### src/rtl/exhaustive_stim_logger_if.sv
// Record stream from the stimulus logger to the downstream logger.
//
// Handshake: the master raises rec_valid with rec_pat/rec_bit stable and keeps
// all three unchanged until a rising edge where rec_valid && rec_ready are
// both high; that edge transfers exactly one record. rec_ready may be high at
// any time and has no effect while rec_valid is low.
interface exhaustive_stim_logger_if #(
  parameter int N_IN = 3
) ();

  logic            rec_valid;
  logic            rec_ready;
  logic [N_IN-1:0] rec_pat;
  logic            rec_bit;

  modport master (
    output rec_valid,
    output rec_pat,
    output rec_bit,
    input  rec_ready
  );

  modport slave (
    input  rec_valid,
    input  rec_pat,
    input  rec_bit,
    output rec_ready
  );

endinterface

### src/rtl/exhaustive_stim_logger.sv
// Exhaustive stimulus/response stage for a small N_IN-input, 1-output DUT.
// Walks patterns 0 .. 2^N_IN-1 in ascending order, holds each for SETTLE
// cycles, samples the DUT response, streams a (pattern, response) record and
// builds a full response vector plus a ones count for golden comparison.
module exhaustive_stim_logger #(
  parameter int N_IN   = 3,
  parameter int SETTLE = 1
) (
  input  logic                     CK,
  input  logic                     reset,
  input  logic                     start,
  input  logic                     abort,
  output logic [0:N_IN-1]          pat_out,
  input  logic                     dut_out,
  exhaustive_stim_logger_if.master rec,
  output logic [(1<<N_IN)-1:0]     resp_vec,
  output logic [N_IN:0]            ones_cnt,
  output logic                     busy,
  output logic                     done,
  output logic [2:0]               dbg_state
);

  localparam logic [2:0] S_IDLE   = 3'd0;
  localparam logic [2:0] S_SETTLE = 3'd1;
  localparam logic [2:0] S_SAMPLE = 3'd2;
  localparam logic [2:0] S_EMIT   = 3'd3;
  localparam logic [2:0] S_DONE   = 3'd4;

  // Last settle-counter value before sampling (SETTLE is 1..255).
  localparam logic [7:0] SETTLE_LAST = 8'(SETTLE - 1);
  // Terminal pattern held in the widened counter, so no wrap is ever needed.
  localparam logic [N_IN:0] PAT_LAST = {1'b0, {N_IN{1'b1}}};

  logic [2:0]      state;
  logic [2:0]      state_next;
  logic [N_IN:0]   pat_cnt;
  logic [7:0]      settle_cnt;
  logic [N_IN-1:0] rec_pat_q;
  logic            rec_bit_q;
  logic [N_IN-1:0] pat_idx;
  logic            handshake;

  assign pat_idx   = pat_cnt[N_IN-1:0];
  assign handshake = (state == S_EMIT) && rec.rec_ready;

  // Next-state decode; abort from any active state returns straight to IDLE.
  always_comb begin
    state_next = state;
    case (state)
      S_IDLE: begin
        if (start && !abort) begin
          state_next = S_SETTLE;
        end
      end
      S_SETTLE: begin
        if (settle_cnt == SETTLE_LAST) begin
          state_next = S_SAMPLE;
        end
      end
      S_SAMPLE: begin
        state_next = S_EMIT;
      end
      S_EMIT: begin
        if (handshake) begin
          state_next = (pat_cnt == PAT_LAST) ? S_DONE : S_SETTLE;
        end
      end
      S_DONE: begin
        state_next = S_IDLE;
      end
      default: begin
        state_next = S_IDLE;
      end
    endcase
    if (abort && (state != S_IDLE)) begin
      state_next = S_IDLE;
    end
  end

  // State register plus pattern/settle counters and the record/result datapath.
  always_ff @(posedge CK) begin
    if (reset) begin
      state      <= S_IDLE;
      pat_cnt    <= '0;
      settle_cnt <= '0;
      rec_pat_q  <= '0;
      rec_bit_q  <= 1'b0;
      resp_vec   <= '0;
      ones_cnt   <= '0;
    end else begin
      state <= state_next;

      // New sweep: clear results and begin at pattern 0.
      if ((state == S_IDLE) && (state_next == S_SETTLE)) begin
        pat_cnt    <= '0;
        settle_cnt <= '0;
        resp_vec   <= '0;
        ones_cnt   <= '0;
      end

      // Count settle cycles while the pattern is held.
      if ((state == S_SETTLE) && (state_next == S_SETTLE)) begin
        settle_cnt <= settle_cnt + 8'd1;
      end

      // Capture the response at the end of the sample cycle.
      if ((state == S_SAMPLE) && (state_next == S_EMIT)) begin
        rec_pat_q         <= pat_idx;
        rec_bit_q         <= dut_out;
        resp_vec[pat_idx] <= dut_out;
        ones_cnt          <= ones_cnt + {{N_IN{1'b0}}, dut_out};
      end

      // Record accepted and more patterns remain: advance the pattern.
      if ((state == S_EMIT) && (state_next == S_SETTLE)) begin
        pat_cnt    <= pat_cnt + 1'b1;
        settle_cnt <= '0;
      end

      // Any return to IDLE (completion or abort) parks the pattern at 0.
      if ((state != S_IDLE) && (state_next == S_IDLE)) begin
        pat_cnt    <= '0;
        settle_cnt <= '0;
      end
    end
  end

  // Pattern is presented with bit 0 as MSB; vector assignment is positional.
  assign pat_out = pat_idx;

  assign rec.rec_valid = (state == S_EMIT);
  assign rec.rec_pat   = rec_pat_q;
  assign rec.rec_bit   = rec_bit_q;

  assign busy      = (state == S_SETTLE) || (state == S_SAMPLE) || (state == S_EMIT);
  assign done      = (state == S_DONE);
  assign dbg_state = state;

endmodule

### src/flat_wrapper.sv
// flat-port wrapper written by rule: the top's interface ports become plain ports
module exhaustive_stim_logger_flat 
#(
  parameter int N_IN   = 3,
  parameter int SETTLE = 1
)
  (CK, reset, start, abort, pat_out, dut_out, resp_vec, ones_cnt, busy, done, dbg_state, rec_rec_valid, rec_rec_pat, rec_rec_bit, rec_rec_ready);
  exhaustive_stim_logger_if #(.N_IN(N_IN)) rec_i ();
  input  logic CK;
  input  logic reset;
  input  logic start;
  input  logic abort;
  output logic [0:N_IN-1] pat_out;
  input  logic dut_out;
  output logic [(1<<N_IN)-1:0] resp_vec;
  output logic [N_IN:0] ones_cnt;
  output logic busy;
  output logic done;
  output logic [2:0] dbg_state;
  output wire logic [$bits(rec_i.rec_valid)-1:0] rec_rec_valid;
  output wire logic [$bits(rec_i.rec_pat)-1:0] rec_rec_pat;
  output wire logic [$bits(rec_i.rec_bit)-1:0] rec_rec_bit;
  input wire logic [$bits(rec_i.rec_ready)-1:0] rec_rec_ready;
  assign rec_rec_valid = rec_i.rec_valid;
  assign rec_rec_pat = rec_i.rec_pat;
  assign rec_rec_bit = rec_i.rec_bit;
  assign rec_i.rec_ready = rec_rec_ready;
  exhaustive_stim_logger #(.N_IN(N_IN), .SETTLE(SETTLE)) u_core (.CK(CK), .reset(reset), .start(start), .abort(abort), .pat_out(pat_out), .dut_out(dut_out), .rec(rec_i), .resp_vec(resp_vec), .ones_cnt(ones_cnt), .busy(busy), .done(done), .dbg_state(dbg_state));
endmodule
### config.mk
export PLATFORM = sky130hd
export DESIGN_NAME = exhaustive_stim_logger_flat
export DESIGN_NICKNAME = d
export VERILOG_FILES = /design/src/rtl/exhaustive_stim_logger_if.sv /design/src/rtl/exhaustive_stim_logger.sv /design/src/flat_wrapper.sv
export SDC_FILE = /design/constraint.sdc
export NUM_CORES = 1
export LEC_CHECK = 0
export BUFFER_PORTS_ARGS = -buffer_cell sky130_fd_sc_hd__buf_2
export CAP_MARGIN = 20
export CORE_MARGIN = 10
export CORE_UTILIZATION = 35
export CTS_BUF_LIST = sky130_fd_sc_hd__clkbuf_16
export DETAILED_ROUTE_END_ITERATION = 8
export PLACE_DENSITY_LB_ADDON = 0.25
export SLEW_MARGIN = 20
export SYNTH_ARGS = -nofsm -noshare
export SYNTH_HDL_FRONTEND = slang
export SYNTH_SLANG_ARGS = --single-unit
### constraint.sdc
create_clock -name CK -period 3.2 [get_ports CK]
set_input_delay 0.64 -clock CK [delete_from_list [all_inputs] [get_ports CK]]
set_output_delay 0.64 -clock CK [all_outputs]
set_load 0.02 [all_outputs]
==> flow_summary.ini <==
[status]
status = completed

[synth]
postSynthAreaPerCell_um2 = 8.05
synth_xor_area_frac = 0.00533
synth_top_family_by_area = simple AND/OR/NAND/NOR gates
synth_edf_count = 0
synth_top_cells_by_area = dfxtp_1 38%, nand3_1 8.2%, a21oi_1 7.9%
yosys.area.top_type_share = 0.378
ys_seq_area_frac = 0.378
synth_area_leader_cell = dfxtp_1
ys.flop_type = dfxtp_1
synth_compound_gate_area_share = 0.196
synth-seq-cells = 31
synth_area_um2 = 1640
synth-async-reset-ratio = 0
synth-simple-area-share = 0.302
yosysWarnings = 0
synthMuxAreaShare = 0.00685
ys_types = 45
synth_fa_ha_area_frac = 0.0381
synth_commonest_cells = 31 x dfxtp_1, 27 x nand3_1, 26 x a21oi_1
yosysMostFrequentCell = dfxtp_1
synth_nets = 215
netlist_instances = 204

[pwr]
ir_worst_vdd_mv = 0.286
powerDensity_nw_per_um2 = 499
p_leak_nw = 0.739

[clock_network]
clk_latency_ps = 270
path_clk_slew_ps = 50
cts_buffers = 5
clock-root-buffer = clkbuf_16
cts_resized = 0
cts_hold_buf = 0
clkSinkCount = 31
cts_setup_buffers = 0
cts_tree = built
clk_path_buf_depth = 2
htreeDepth = 2

[finish]
syn_to_final_growth_pct = 17.0
final_cells = 279
n_fill_cell = 460
n_antenna_cell = 0
stdcell_area_um2 = 1920
drive_above_1_share = 0.198
fin_nets = 237

[place]
place_inst = 271
place_congestion = 0.836
io_buffers = 30
place_area_um2 = 1780
hpwl_mm = 2.83

[global_route]
gr-usage-all-layers = 0.110
grt_overflow = 0
antenna_found_initial = 0
grt_max_degree = 22
grt_pass1_wl_mm = 6.96
grt_pass1_vias = 1485

[timing]
setup_viol = 0
worst_pin_slew_ps = 643
slew_viol_final = 0
rsz0062_at_grt = no
fin_crit_sh = 0.649
post-route-min-period_ps = 2080
slew-limit-headroom = 0.569
fin_tns_setup_ps = 0
finalClockSkew_ps = 4.96
hold_viol = 0
clock.fmax_mhz = 482

[worst_setup_path]
required_ps = 3370
r2r_slack_ps = 1120
path_max_fanout = 13
end_kind = register
startpoint_type = register
r2r_cells = 5
critPathArrivalTime_ps = 2240
worstSetupPathType = register to register

[detailed_routing]
vias = 1538
firstDrtPassIters = 4
wire_per_inst_um = 14.3
initialDrtViolationCount = 71
routed_via_density = 5.51
ant_nets = 0
finalWirelength_mm = 3.99
drc = 0

[hold_path]
whs_path_depth = 2
hp-class = register to register

[floorplan]
coreArea_um2 = 4440
dieWidth_um = 88.5
die_height_um = 88.5
ios = 31
rows = 24
start_util = 0.370
die_area_um2 = 7830

[flow_run]
maxCapViolCount = 0
[logic make-up (layout without fill, tap and decap cells)]
kind of cell    count (synthesis)  after routing
xor+xnor                        1              1
mux                             1              1
buf+inv                        24             47
flops                          31             31
compound gates                 51             51
fa+ha+maj                       5              5
simple gates                   91             91
[state kept, by name, summed over array words and instances (netlist names)]
register            cells
u_core.pat_cnt          4
u_core.settle_cnt       8
u_core.rec.rec_bit      1
u_core.resp_vec         8
u_core.dbg_state        3
u_core.rec.rec_pat      3
u_core.ones_cnt         4
[worst paths after layout]
path,end,startpoint
setup / recovery,u_core.dbg_state[1],u_core.pat_cnt[1]
hold / removal,u_core.rec.rec_pat[2],u_core.rec.rec_pat[2]
setup reg to reg,u_core.dbg_state[1],u_core.pat_cnt[1]
hold reg to reg,u_core.rec.rec_pat[2],u_core.rec.rec_pat[2]
[routing by layer]
| metal | up-vias | routed length, µm | GRT usage |
|---|---|---|---|
| li1 | 787 | - | - |
| met1 | 722 | 1790 | 0.120 |
| met2 | 24 | 1910 | 0.184 |
| met3 | 5 | 246 | 0.0478 |
| met4 | 0 | 55 | 0.0441 |
| met5 | - | 0 | 0 |
[cell type report]
type / instances / area [µm²] / area share
clock buffers: 5 / 125 / 0.0651
clock inverters: 3 / 12.5 / 0.00651
inverters: 7 / 26.3 / 0.0137
multi-input cells: 149 / 907 / 0.472
flip-flops and latches: 31 / 621 / 0.323
well taps: 52 / 65.1 / 0.0339
repair buffers: 32 / 165 / 0.0859
[worst max-delay path, stage by stage (launching register included)]
cell and delay (ps):
dfxtp_1 550, ha_1 280, nand3b_1 150, o2bb2ai_1 170, a311o_1 470, a2111oi_2 350
[per-stage QoR]
stage          power (mW)  hold slack, ps  utilization  worst slack (ps)
3_5_place_dp        0.532             448        0.401              1020
4_1_cts             0.976             457        0.432              1110
6_report            0.959             456        0.432              1120
3_3_place_gp        0.532             447        0.401              1060
2_1_floorplan       0.499             479            -              1380
5_1_grt              1.00             464        0.432               925
[layout by cell type (no fill, tap or decap), drive strengths merged, types with 2 or more instances in the layout]
master / count
clkbuf: 5
a31oi: 3
nor2b: 4
nand2b: 3
o211ai: 4
inv: 9
nand2: 18
and2: 2
ha: 5
nor4b: 3
or3: 5
nand4: 5
buf: 32
a21oi: 26
and3: 4
nor2: 10
o311ai: 4
nor3: 4
nand3: 27
o21ai: 5
dfxtp: 31
[where the power goes]
part	internal (mW)	switching [mW]	total, mW
clock network	0.280	0.155	0.435
registers	0.394	0.0159	0.410
logic	0.0386	0.0758	0.114
total	0.712	0.247	0.959
Power figures use the tool's default switching activity.
